[src/rtl/target_slot_scheduler.sv]
`default_nettype none
// ============================================================================
// Module      : target_slot_scheduler
// Description : 8-slot octagon target table with a staged SPI command FIFO;
//               updates are committed only inside the vblank window.
// Revision    : 1.0 - initial release
// ============================================================================
module target_slot_scheduler #(
    parameter int SLOTS      = 8,
    parameter int PTR_W      = 3,
    parameter int FIFO_DEPTH = 4,
    parameter int LEAD_TIME  = 60
) (
    input  logic             pxl_clk,
    input  logic             reset,
    input  logic             pkt_valid,
    input  logic [31:0]      pkt_data,
    output logic             pkt_ready,
    input  logic             vblank,
    input  logic [7:0]       current_time,
    input  logic [PTR_W-1:0] rd_idx,
    output logic [31:0]      rd_word,
    output logic [SLOTS-1:0] slot_active,
    output logic [PTR_W-1:0] head_ptr,
    output logic [PTR_W:0]   count,
    output logic [7:0]       drop_cnt,
    output logic             busy
);

    localparam int                 c_FIFO_AW   = (FIFO_DEPTH > 1) ? $clog2(FIFO_DEPTH) : 1;
    localparam logic [PTR_W:0]     c_SLOTS_CNT = (PTR_W + 1)'(SLOTS);
    localparam logic [c_FIFO_AW:0] c_FIFO_FULL = (c_FIFO_AW + 1)'(FIFO_DEPTH);
    localparam logic [7:0]         c_LEAD      = 8'(LEAD_TIME);

    typedef enum logic [1:0] {
        S_IDLE   = 2'd0,
        S_EXPIRE = 2'd1,
        S_APPLY  = 2'd2,
        S_DONE   = 2'd3
    } state_t;

    state_t r_state;
    state_t w_state_next;
    logic   r_vblank_q;

    // Staged command entry: {is_spawn, x[9:0], y[9:0]}
    logic [20:0]          r_fifo [FIFO_DEPTH];
    logic [c_FIFO_AW-1:0] r_fifo_wr;
    logic [c_FIFO_AW-1:0] r_fifo_rd;
    logic [c_FIFO_AW:0]   r_fifo_cnt;

    logic [SLOTS-1:0] r_active;
    logic [9:0]       r_x  [SLOTS];
    logic [9:0]       r_y  [SLOTS];
    logic [7:0]       r_tt [SLOTS];
    logic [PTR_W-1:0] r_head;
    logic [PTR_W:0]   r_count;
    logic [7:0]       r_drop;

    logic             w_fifo_full;
    logic             w_fifo_empty;
    logic             w_fifo_push;
    logic             w_fifo_pop;
    logic [20:0]      w_fifo_head;
    logic [7:0]       w_age;
    logic             w_expire_hit;
    logic             w_pop_head;
    logic             w_spawn_wr;
    logic             w_drop;
    logic [PTR_W-1:0] w_tail;
    logic [PTR_W-1:0] w_rd_phys;
    logic             w_unused;

    assign w_fifo_full  = (r_fifo_cnt == c_FIFO_FULL);
    assign w_fifo_empty = (r_fifo_cnt == '0);
    assign pkt_ready    = !reset && !w_fifo_full;
    // Types 00/01 complete the handshake but are never staged
    assign w_fifo_push  = pkt_valid && pkt_ready && pkt_data[31];
    assign w_fifo_head  = r_fifo[r_fifo_rd];
    assign w_unused     = &{1'b0, pkt_data[9:0]};

    // Head is overdue when it lies 1..127 ticks in the past (modulo 256)
    assign w_age        = current_time - r_tt[r_head];
    assign w_expire_hit = (r_count != '0) && (w_age != 8'd0) && !w_age[7];
    assign w_tail       = r_head + r_count[PTR_W-1:0];

    always_comb begin
        w_state_next = r_state;
        w_pop_head   = 1'b0;
        w_spawn_wr   = 1'b0;
        w_drop       = 1'b0;
        w_fifo_pop   = 1'b0;
        case (r_state)
            S_IDLE: begin
                if (vblank && !r_vblank_q) begin
                    w_state_next = S_EXPIRE;
                end
            end
            S_EXPIRE: begin
                if (w_expire_hit) begin
                    w_pop_head = 1'b1;
                end else begin
                    w_state_next = S_APPLY;
                end
                if (!vblank) begin
                    w_state_next = S_IDLE;
                end
            end
            S_APPLY: begin
                if (w_fifo_empty) begin
                    w_state_next = S_DONE;
                end else begin
                    w_fifo_pop = 1'b1;
                    if (w_fifo_head[20]) begin
                        if (r_count < c_SLOTS_CNT) begin
                            w_spawn_wr = 1'b1;
                        end else begin
                            w_drop = 1'b1;
                        end
                    end else if (r_count != '0) begin
                        w_pop_head = 1'b1;
                    end
                end
                if (!vblank) begin
                    w_state_next = S_IDLE;
                end
            end
            S_DONE: begin
                if (!vblank) begin
                    w_state_next = S_IDLE;
                end
            end
            default: w_state_next = S_IDLE;
        endcase
    end

    always_ff @(posedge pxl_clk) begin
        if (reset) begin
            r_state    <= S_IDLE;
            r_vblank_q <= 1'b0;
        end else begin
            r_state    <= w_state_next;
            r_vblank_q <= vblank;
        end
    end

    always_ff @(posedge pxl_clk) begin
        if (reset) begin
            r_fifo_wr  <= '0;
            r_fifo_rd  <= '0;
            r_fifo_cnt <= '0;
            for (int i = 0; i < FIFO_DEPTH; i++) begin
                r_fifo[i] <= '0;
            end
        end else begin
            if (w_fifo_push) begin
                r_fifo[r_fifo_wr] <= {pkt_data[30], pkt_data[29:10]};
                r_fifo_wr         <= r_fifo_wr + 1'b1;
            end
            if (w_fifo_pop) begin
                r_fifo_rd <= r_fifo_rd + 1'b1;
            end
            case ({w_fifo_push, w_fifo_pop})
                2'b10:   r_fifo_cnt <= r_fifo_cnt + 1'b1;
                2'b01:   r_fifo_cnt <= r_fifo_cnt - 1'b1;
                default: r_fifo_cnt <= r_fifo_cnt;
            endcase
        end
    end

    // Head pop and tail write are mutually exclusive within a cycle
    always_ff @(posedge pxl_clk) begin
        if (reset) begin
            r_active <= '0;
            r_head   <= '0;
            r_count  <= '0;
            r_drop   <= '0;
            for (int i = 0; i < SLOTS; i++) begin
                r_x[i]  <= '0;
                r_y[i]  <= '0;
                r_tt[i] <= '0;
            end
        end else begin
            if (w_pop_head) begin
                r_active[r_head] <= 1'b0;
                r_head           <= r_head + 1'b1;
                r_count          <= r_count - 1'b1;
            end else if (w_spawn_wr) begin
                r_active[w_tail] <= 1'b1;
                r_x[w_tail]      <= w_fifo_head[19:10];
                r_y[w_tail]      <= w_fifo_head[9:0];
                r_tt[w_tail]     <= current_time + c_LEAD;
                r_count          <= r_count + 1'b1;
            end
            if (w_drop && (r_drop != 8'hFF)) begin
                r_drop <= r_drop + 8'd1;
            end
        end
    end

    assign w_rd_phys   = r_head + rd_idx;
    assign rd_word     = r_active[w_rd_phys] ?
                         {1'b1, r_x[w_rd_phys], r_y[w_rd_phys], r_tt[w_rd_phys], 3'b000} :
                         32'h0;
    assign slot_active = r_active;
    assign head_ptr    = r_head;
    assign count       = r_count;
    assign drop_cnt    = r_drop;
    assign busy        = (r_state != S_IDLE);

endmodule
`default_nettype wire

[config.mk]
export PLATFORM = sky130hd
export DESIGN_NAME = target_slot_scheduler
export DESIGN_NICKNAME = d
export VERILOG_FILES = /design/src/rtl/target_slot_scheduler.sv
export SDC_FILE = /design/constraint.sdc
export NUM_CORES = 1
export LEC_CHECK = 0
export CAP_MARGIN = 20
export CORE_ASPECT_RATIO = 0.5
export CORE_MARGIN = 5
export CORE_UTILIZATION = 60
export DETAILED_ROUTE_END_ITERATION = 8
export PLACE_DENSITY = 0.85
export SLEW_MARGIN = 20
export SYNTH_ARGS = -nofsm -noshare
export SYNTH_HDL_FRONTEND = slang
export SYNTH_SLANG_ARGS = --single-unit
[constraint.sdc]
create_clock -name pxl_clk -period 7.4 [get_ports pxl_clk]
set_clock_uncertainty 0.2 [all_clocks]
set_input_delay 1.48 -clock pxl_clk [delete_from_list [all_inputs] [get_ports pxl_clk]]
set_output_delay 1.48 -clock pxl_clk [all_outputs]
set_load 0.005 [all_outputs]
==> summary.txt <==
Mapped Cells -> 1215
H-tree Lvls -> 1
Post-Route Setup TNS -> 0 ns
Setup crit end kind -> output pin
PortBufs -> 90
DR DRC count -> 0
Initial antenna violation count -> 0
Fillers -> 1628
Post-synth top area share -> 0.5717
Placed Cells incl. Taps -> 1608
Type of origin of the critical path -> input pin
Hold Path Depth -> 2
Most used DFF post-synth -> edfxtp_1
Rows -> 42
Vias in the first global route -> 11090
Count of different cell masters after synthesis -> 56
Critical path type -> in2out
Crit-path max FO -> 29
Final hold vios -> 0
Max-slew violation count -> 0
Tmin final -> 6.515 ns
Sequential fraction of the synthesis area -> 0.6188
DR vias/cell -> 6.500
Routability cong. -> 0.8043
CTS root buf -> clkbuf_16
Hold-fix buffers, CTS -> 0
Syn_area_per_cell -> 13.31 sq um
IO Count -> 104
Ratio of cells with drive above 1 in the final layout -> 0.1573
Full die area -> 0.03054 sq mm
Cell count of the worst reg-to-reg path -> 13
Top cells by area, synth -> edfxtp_1 (57%), mux4_2 (13%), nor2_1 (5.0%), dfxtp_1 (4.7%), nand2_1 (2.9%)
Largest net degree at the start of global routing -> 56
CTS tree -> done
Worst-path clk slew -> 0.07 ns
Detailed Routing Iterations Pass 1 -> 6
Via count -> 10800
Initial DRC Count -> 1487
Cts bufs inserted -> 30
Total gr overflow -> 0
EDFF count, synth -> 308
Cell Count, Final, Fillers Out -> 1662
Core Region -> 0.02649 sq mm
Yosys top cell by area -> edfxtp_1
DRT antenna net count -> 0
Share of flip-flops with an asynchronous set or reset after synthesis -> 0
Worst EP arrival -> 4.84 ns
Longest Clk Path Bufs -> 3
Max_slew headroom -> 0.3832
Worst-margin pin slew -> 0.9252 ns
Cell Area, Synth -> 0.01618 sq mm
Synth-to-layout area growth -> 14.94%
N_diodes -> 0
Dpl hpwl -> 23580 um
Initial Util -> 0.6108
Routed len/inst -> 24.73 um
MaxCap Viol Count -> 0
Post-route clock period utilization -> 0.8805
Cts repair resizes -> 0
Die X -> 242.2 um
Postcts setup bufs -> 0
Chip height -> 126.1 um
Cell area power density -> 226.8 mW/mm^2
Post-Route WL -> 41110 um
Nets -> 1360
Synth Register Bits -> 346
LEAKAGE -> 0.006365 uW
FMAX -> 153.5 MHz
Endpoints failing setup -> 0
Worst EP required -> 5.72 ns
Synth warn -> 0
Min-delay worst type -> reg2reg
Maximum VDD drop -> 0.1519 mV
Status -> finished clean
Clk sink count -> 346
Global Route Usage Sum -> 0.2677
First-pass GRT wire length -> 63950 um
Worst-Skew Late Latency -> 0.57 ns
RSZ-0062 raised after global routing -> no
-- registers in the layout (all words and copies together) (netlist names), 3 cells and up, named ones only --
signal and count:
r_fifo 84, r_x 80, r_y 80, r_tt 64
drop_cnt 8, slot_active 8, count 4, head_ptr 3
r_fifo_cnt 3
-- area by class of cell --
type	instances	area [sq um]	area share
clock buffers	36	794.5	0.04273
clock inverters	18	272.8	0.01467
inverters	18	67.56	0.003634
multi-input cells	769	5861	0.3152
flip-flops and latches	346	10010	0.5383
well taps	352	440.4	0.02369
repair buffers	123	1149	0.06177
-- kinds of logic (layout without fill, tap and decap cells) --
kind of cell,after synthesis,in the layout,share of synthesized area
mux,105,105,0.1385
fa+ha+maj,25,25,0.02166
xor+xnor,29,29,0.01570
other cells,1,3,0.0002318
compound gates,95,95,0.03604
simple gates,512,512,0.1436
buf+inv,102,195,0.02552
flops,346,346,0.6188
-- power breakdown --
group	switching (uW)	total (uW)	internal (uW)	leakage [uW]
registers	27.4	2210	2190	0.00349
logic	170	283	112	0.00236
clock network	711	1720	1010	0.000519
-- placed cells by master, fill, tap and decap left out, drive strengths merged, types with 33 or more instances in the layout --
cell,count
dfxtp,38
clkbuf,36
a21oi,43
nor2,218
nand2,127
edfxtp,308
and2,64
mux4,95
buf,33
clkdlybuf4s50,90
-- synth_stat cells, types with 2 or more instances --
cell type	instances
inv_1	17
buf_1	19
mux4_2	95
nand4_1	3
mux2i_1	9
nor2b_1	28
nor2_2	3
and3_1	24
a31oi_1	4
buf_4	3
o21ba_2	3
clkbuf_1	57
nor2_1	215
o21ai_0	22
ha_1	20
nor3b_1	2
or2_2	3
buf_2	3
nand2_1	127
xnor2_1	9
a21oi_1	43
a211oi_1	6
edfxtp_1	308
dfxtp_1	38
fa_1	5
buf_6	2
and2_1	64
or3_1	8
a21o_1	2
nor3_1	24
xor2_1	20
nand3_1	5
-- through the flow --
stage	total power, uW	setup slack (ns)	hold WS [ns]	area [sq um]	utilization
after floorplan	2419	1.147	0.2713	16180	-
after global placement	2510	0.9691	0.2815	17530	0.6618
after detailed placement	2527	0.8899	0.2971	17530	0.6618
after CTS	4213	0.8621	0.3152	18590	0.7021
after global routing	4324	0.7961	0.3544	18590	0.7021
final	4217	0.8846	0.3108	18590	0.7021
-- layer usage --
metal,up-vias,share of wire,GRT usage
met1,5314,0.35,0.3482
met2,787,0.49,0.4505
li1,4563,-,-
met3,139,0.12,0.07261
met5,-,0,0
met4,0,0.034,0.08146
-- critical path: stages --
cell and delay (ns):
clkdlybuf4s50_1 0.44, ha_4 0.18, fa_2 0.34, xnor2_1 0.39
xnor2_2 0.20, mux4_2 0.56, mux2i_4 0.15, buf_4 0.44
a21oi_1 0.16, clkdlybuf4s50_1 0.50
-- worst paths after layout --
| kind | from | to | slack [ns] |
|---|---|---|---|
| min reg2reg | drop_cnt[7] | drop_cnt[7] | 0.31 |
| min | drop_cnt[7] | drop_cnt[7] | 0.31 |
| max | rd_idx[0] | rd_word[3] | 0.88 |
| max reg2reg | register | r_x[0][8] | 1.67 |
(Power assumes the default switching activity.)
